File: config.mk
export PLATFORM = sky130hd
export DESIGN_NAME = game_status_ctrl
export DESIGN_NICKNAME = d
export VERILOG_FILES = /design/src/rtl/game_pkg.sv /design/src/rtl/key_debounce.sv /design/src/rtl/game_status_ctrl.sv
export SDC_FILE = /design/constraint.sdc
export NUM_CORES = 1
export LEC_CHECK = 0
export BUFFER_PORTS_ARGS = -buffer_cell sky130_fd_sc_hd__buf_2
export CORE_MARGIN = 3
export CORE_UTILIZATION = 45
export CTS_CLUSTER_SIZE = 30
export DETAILED_ROUTE_END_ITERATION = 10
export GPL_ROUTABILITY_DRIVEN = 0
export SYNTH_ARGS = -nofsm -noshare
export SYNTH_HDL_FRONTEND = slang
export SYNTH_SLANG_ARGS = --single-unit
File: constraint.sdc
create_clock -name Clk_40mhz -period 4.7 [get_ports Clk_40mhz]
set_input_delay 0.235 -clock Clk_40mhz [delete_from_list [all_inputs] [get_ports Clk_40mhz]]
set_output_delay 0.235 -clock Clk_40mhz [all_outputs]
set_load 0.02 [all_outputs]
File: src/rtl/game_pkg.sv
// Shared game-flow definitions.
// Purpose : one-hot Game_status encodings, also used by the VGA screen
//           selector, plus the FSM state type built from them.
// Ports   : none (package).
package game_pkg;

    localparam int STATUS_W = 3;

    localparam logic [STATUS_W-1:0] ST_START = 3'b001;
    localparam logic [STATUS_W-1:0] ST_PLAY  = 3'b010;
    localparam logic [STATUS_W-1:0] ST_END   = 3'b100;

    // The state register drives Game_status directly, so the enum
    // encoding is the one-hot bus encoding.
    typedef enum logic [STATUS_W-1:0] {
        S_START = ST_START,
        S_PLAY  = ST_PLAY,
        S_END   = ST_END
    } state_e;

endpackage

File: src/rtl/key_debounce.sv
// Start-key conditioning.
// Purpose : synchronise the raw active-low push-button, debounce it and
//           emit a one-cycle strobe for each accepted press.
// Ports   : Clk_40mhz - system clock
//           RSTn      - asynchronous active-low reset
//           key_n     - raw active-low key, asynchronous and bouncy
//           key_press - registered one-cycle press strobe
module key_debounce #(
    parameter int DEBOUNCE_CYCLES = 800000,
    parameter int CNT_W           = 27
) (
    input  logic Clk_40mhz,
    input  logic RSTn,
    input  logic key_n,
    output logic key_press
);

    logic             sync1_q, sync2_q;
    logic             stable_q, stable_d;
    logic             stable_prev_q;
    logic [CNT_W-1:0] cnt_q, cnt_d;
    logic             press_q;

    // Counter runs only while the synchronised level disagrees with the
    // accepted level; any agreement restarts the qualification window.
    always_comb begin
        stable_d = stable_q;
        cnt_d    = '0;
        if (sync2_q != stable_q) begin
            if (cnt_q == CNT_W'(DEBOUNCE_CYCLES - 1)) begin
                stable_d = sync2_q;
                cnt_d    = '0;
            end else begin
                cnt_d = cnt_q + CNT_W'(1);
            end
        end
    end

    always_ff @(posedge Clk_40mhz or negedge RSTn) begin
        if (!RSTn) begin
            sync1_q       <= 1'b1;
            sync2_q       <= 1'b1;
            stable_q      <= 1'b1;
            stable_prev_q <= 1'b1;
            cnt_q         <= '0;
            press_q       <= 1'b0;
        end else begin
            sync1_q       <= key_n;
            sync2_q       <= sync1_q;
            stable_q      <= stable_d;
            stable_prev_q <= stable_q;
            cnt_q         <= cnt_d;
            // Strobe follows the cycle in which the accepted level fell;
            // releases are silent.
            press_q       <= stable_prev_q & ~stable_q;
        end
    end

    assign key_press = press_q;

endmodule

File: src/rtl/game_status_ctrl.sv
// Game-flow controller.
// Purpose : sequence START -> PLAY -> END -> START, enforce a minimum
//           end-screen hold and pulse a reinit to the snake/score logic
//           on every entry to PLAY.
// Ports   : Clk_40mhz      - system clock
//           RSTn           - asynchronous active-low reset
//           key_start_n    - raw active-low start key
//           hit_wall       - one-cycle collision pulse (wall)
//           hit_body       - one-cycle collision pulse (body)
//           Game_status    - one-hot state, registered
//           game_rst_pulse - one cycle high on first PLAY cycle
//           key_press      - debounced press strobe
module game_status_ctrl
    import game_pkg::*;
#(
    parameter int DEBOUNCE_CYCLES = 800000,
    parameter int END_HOLD_CYCLES = 80000000,
    parameter int CNT_W           = 27
) (
    input  logic                Clk_40mhz,
    input  logic                RSTn,
    input  logic                key_start_n,
    input  logic                hit_wall,
    input  logic                hit_body,
    output logic [STATUS_W-1:0] Game_status,
    output logic                game_rst_pulse,
    output logic                key_press
);

    state_e           state_q, state_d;
    logic             pulse_q, pulse_d;
    logic [CNT_W-1:0] hold_q, hold_d;
    logic             hold_done;

    key_debounce #(
        .DEBOUNCE_CYCLES(DEBOUNCE_CYCLES),
        .CNT_W          (CNT_W)
    ) u_key (
        .Clk_40mhz(Clk_40mhz),
        .RSTn     (RSTn),
        .key_n    (key_start_n),
        .key_press(key_press)
    );

    // Hold counter: counts up in END, saturates, cleared elsewhere.
    assign hold_done = (hold_q == CNT_W'(END_HOLD_CYCLES - 1));

    always_comb begin
        hold_d = '0;
        if (state_q == S_END)
            hold_d = hold_done ? hold_q : hold_q + CNT_W'(1);
    end

    always_comb begin
        state_d = state_q;
        pulse_d = 1'b0;
        case (state_q)
            S_START: begin
                if (key_press) begin
                    state_d = S_PLAY;
                    pulse_d = 1'b1;
                end
            end
            S_PLAY: begin
                // A hit wins over a simultaneous press.
                if (hit_wall | hit_body)
                    state_d = S_END;
            end
            S_END: begin
                // Early presses are dropped, not remembered.
                if (key_press && hold_done)
                    state_d = S_START;
            end
            // Corrupted encodings fall back silently, no reinit pulse.
            default: state_d = S_START;
        endcase
    end

    always_ff @(posedge Clk_40mhz or negedge RSTn) begin
        if (!RSTn) begin
            state_q <= S_START;
            pulse_q <= 1'b0;
            hold_q  <= '0;
        end else begin
            state_q <= state_d;
            pulse_q <= pulse_d;
            hold_q  <= hold_d;
        end
    end

    assign Game_status    = state_q;
    assign game_rst_pulse = pulse_q;

endmodule

# == After elaboration in Yosys (flattened, before gate mapping) ==
# Index checks and enable logic that the tools add are counted.
# totals
inputBits,5
ff_bits,63
word_cells,37
# op_classes
n_mux,10
n_reduce_logical,3
addsub,2
eq_ne,10
n_bitwise,3
# ops
op,n
2-to-1 mux 27 bit,4
"adder 27 x 1 -> 27 bit, second input constant",2
"equality test 27 x 20 -> 1 bit, second input constant",1
"equality test 27 bit, second input constant",1
2-to-1 mux 3 bit,3
one-hot mux 3 bit (3 select lines),1
"inequality test 2 x 1 -> 1 bit, second input constant",2
"inequality test 2 bit, second input constant",2
"equality test 3 x 1 -> 1 bit, second input constant",1
"equality test 3 x 2 -> 1 bit, second input constant",1
"equality test 3 bit, second input constant",1
AND reduction 3 bit,1
2-to-1 mux 1 bit,2
AND reduction 2 bit,1
AND 1 bit,1
logical AND 1 bit,1
inequality test 1 bit,1
NOT 1 bit,1
bitwise OR 1 bit,1

# == Logic depth before layout (Yosys ltp) ==
# logic_depth
depth_word,4
ltp_mapped,7

# == Modules after synthesis ==
# A second synthesis with hierarchy kept.
# unflattened
hier_cells,335
area_unflattened_um2,3294.4
# modules_own_cells
mod,instances,area_each_um2,seq_area_each_um2,cells_each
key_debounce,1,1654.1,805.8,171
game_status_ctrl,1,1640.3,777.0,164

# == Worst setup path before layout ==
# OpenSTA, ideal clock, no wires.
# synth_timing
path_kind,flip-flop to flip-flop
from,register hold_q[0]
to,register state_q[2] (netlist: Game_status[2])
setup_time_ns,0.120
t_arrival_ns,1.714
t_required_ns,4.580
synth_period_minus_slack_ns,1.834
setup_slack_ns,2.866
path_buffers,1
path_stages_with_launch,8
path_cell_list,dfrtp_1 -> ha_1 -> and4_1 -> nand3_1 -> nor4_4 -> buf_6 -> a21oi_1 -> a31o_2
# synth_via
elab_chain_cells,4
# synth_lines
element,line_no,rtl
"start, declared",game_status_ctrl.sv:32,"logic [CNT_W-1:0] hold_q, hold_d;"
"start signal, assigned",game_status_ctrl.sv:87,hold_q <= hold_d;
equality test 27 bit,game_status_ctrl.sv:46,assign hold_done = (hold_q == CNT_W'(END_HOLD_CYCLES - 1));
logical AND 1 bit,game_status_ctrl.sv:71,if (key_press && hold_done)
inequality test 2 x 1 -> 1 bit (no line),--,
AND reduction 3 bit (no line),--,
"end signal, assigned",game_status_ctrl.sv:85,state_q <= state_d;
"end, declared",game_status_ctrl.sv:30,"state_e state_q, state_d;"
# No other way between the ends.
# A chain may end at the register's enable or synchronous reset.

# == Worst setup path in the final report ==
# Same ends and word-level chain as after synthesis.

==> summary.txt <==
Synth
  – Post-synth top area cell: dfrtp_1
  – Mapped cell area: 0.00308 mm²
  – Post-synthesis sequential area ratio: approximately half
  – Net count after synthesis: roughly 320
  – Seq cells post-synth: between 60 and 70
  – Distinct cell type count after synthesis: 39
  – Main flop type after synthesis: dfrtp_1
  – Synth async-reset ratio: 100%
  – Area share of the largest cell type after synthesis: 47.1%
  – Number of synthesized flops with an enable pin: 0
  – Cells after Synth: 314
  – Area contributors post-synth: dfrtp_1 47%, xor2_1 8.0%, nor2_1 6.7%
  – Synth Area per Inst: slightly below 10 µm²
  – Yosys warns: 0

Cells and area
  – Filler Cells Inserted: roughly 600
  – Area delta synth->final: 10.1%
  – Commonest non-fill, non-tap cell in the layout: dfrtp_1
  – Post-layout util: between 50 and 60%
  – Final std cells w/o fill: between 400 and 500
  – Share of cells above drive strength 1: a little under an eighth
  – Most frequent cells in the layout: 58 x dfrtp_1, 55 x nor2_1, 28 x xor2_1
  – Total Nets Final: ~340
  – Diode count: 0

Clocking
  – Longest Clk Path Bufs: 2
  – Clk slew on worst S/H paths: 0.07 ns
  – Root buf cell: clkbuf_8
  – CTS tree: yes
  – Num Clock Sinks: between 60 and 70
  – Post-CTS Setup Bufs: 0
  – CTS buffer count: 9
  – Clk Latency, worst-skew pair: about 0.34 ns
  – H-tree Lvls: 3

Pwr
  – Max VDD drop: around 240 µV
  – Leak: ~1.4 nW
  – PwrDens: around 300 mW/mm²

Placed design
  – Port-buffer cells: 9
  – DP Cell Count: a little under 400
  – DP HPWL: 3770 µm

STA
  – Fin crit share: about half
  – Slew headroom: approximately two fifths
  – RSZ-0062 raised after global routing: false
  – Fin Setup TNS: 0 ns
  – Measured slew at the worst slew-check pin: around 0.9 ns
  – Hold Worst Slack: 0.0483 ns
  – Final setup fails: 0
  – Clk_skew: 0.0102 ns
  – Peak Freq: about 440 MHz
  – Post-route minimum period: roughly 2.3 ns
  – Max-slew violations: 0
  – Final hold violation count: 0

Floorplan
  – Die Area: between 0.007 and 0.008 mm²
  – I/O Pins: 10
  – Placement row count: 29
  – Die width: slightly below 90 µm
  – Core area: approximately 0.0065 mm²
  – Die H: ~89 µm
  – Starting density of the core: between 40% and 50%

GRT
  – Overall global routing resource usage: 16.7%
  – Initial antenna violation count: 0
  – Vias in the first global route: 2162
  – Global route overflow: 0
  – First-pass GRT wire length: roughly 10000 µm
  – Largest net degree at the start of global routing: 64

Worst setup path
  – Max FO, Critical Path: 14
  – Slowest-stage cell, CP: nor4_4
  – Worst r2r path cells: 6
  – CP delay by family, top: simple AND/OR/NAND/NOR gates
  – Slowest stage delay, CP: between 0.6 and 0.7 ns
  – Worst Path Arrival: 2.49 ns
  – End of the worst register-to-register path: Game_status[2]
  – Critical Path Source: hold_q[0]
  – Buffers & Inverters on Critical Path: 0
  – Reg-to-reg slack, setup: 2.43 ns
  – Worst EP required: between 4 and 5 ns
  – Startpoint types: register
  – Critical-path cell list: ha_1, and4_1, nand3_1, nor4_4, a21oi_1, a31o_2
  – Reg2reg start: hold_q[0]
  – Crit path capture type: register
  – Worst Path Class, Setup: register to register

Run
  – # Max-Cap Violations: 0

Outcome
  – Status: finished, final reports clean

Detailed routing
  – Via density: ~5.5
  – Drt total wl: roughly 5700 µm
  – Wirelength per Cell: 14.0 µm
  – DRT iter0 DRCs: 44
  – Via count: 2264
  – # DRC: 0
  – Final antenna-violating net count: 0
  – DR pass1 iterations: 4

Min path
  – Hold crit path type: input port to async pin
registers in the layout, summed over array words and instances, names as in the netlist:
register,count
u_key.stable_prev_q,1
u_key.cnt_q,27
u_key.key_press,1
Game_status,3
hold_q,27
game_rst_pulse,1
u_key.sync1_q,1
u_key.sync2_q,1
u_key.stable_q,1
kinds of logic (layout without fill, tap and decap cells):
kind of cell	Yosys count	after routing	share of synthesized area, %
XOR/XNOR	38	38	10.8
flip-flops	63	63	51.4
multiplexers	2	2	0.690
AND/OR/NAND/NOR	164	164	28.2
adder cells (fa/ha/maj)	2	2	0.812
buffers and inverters	14	34	2.11
AO/OA/AOI/OAI	31	31	5.97
per-layer routing:
| metal | vias up | global-route usage, % | routed length, µm |
|---|---|---|---|
| met5 | - | 0 | 0 |
| met4 | 0 | 6.87 | 93 |
| met3 | 10 | 5.31 | 193 |
| met2 | 36 | 26.7 | 2770 |
| met1 | 1072 | 21.0 | 2700 |
| li1 | 1146 | - | - |
layout make-up:
class / instances / area [µm²] / area share [%]
well taps: 77 / 96.3 / 2.84
clock buffers: 13 / 149 / 4.39
multi-input cells: 237 / 1430 / 42.2
flip-flops and latches: 63 / 1580 / 46.7
clock inverters: 3 / 42.5 / 1.25
repair buffers: 11 / 62.6 / 1.84
inverters: 7 / 26.3 / 0.775
synthesized netlist by cell type, drive strengths merged (2+ instances only):
cell	number
or4	4
or2	2
or3	9
a21oi	12
and4	5
o31ai	3
dfstp	5
nand3	22
ha	2
xnor2	10
dfrtp	58
and3	5
nor4b	4
nand2	20
nor4	8
clkbuf	2
o21ai	8
nand4	16
xor2	28
nor2	55
inv	7
a31oi	3
and2	3
nor3	8
buf	5
worst max-delay path by stage:
stage / end / cells past startpoint
global placement: Game_status[2] / 6
CTS: Game_status[2] / 6
detailed placement: Game_status[2] / 6
global route: Game_status[0] / 6
finish: Game_status[2] / 6
floorplan: Game_status[2] / 7
stage by stage:
stage          power [mW]  worst slack [ns]  instance area, µm²
2_1_floorplan       0.565              2.87                3080
3_3_place_gp        0.580              2.45                3190
3_5_place_dp        0.580              2.43                3190
4_1_cts              1.05              2.40                3390
5_1_grt              1.08              2.19                3390
6_report             1.03              2.43                3390
report_power, final:
group | switching (mW) | total, mW | internal, mW
Sequential | 0.00216 | 0.548 | 0.546
Clock | 0.203 | 0.463 | 0.259
Combinational | 0.0161 | 0.0212 | 0.00506
Total | 0.222 | 1.03 | 0.810
repair_timing:
action / CTS / global route
setup endpoints to repair: 0 / 0
hold endpoints to repair: 1 / 0
resized for setup: 0 / 0
hold buffers: 1 / 0
Power figures use the tool's default switching activity.
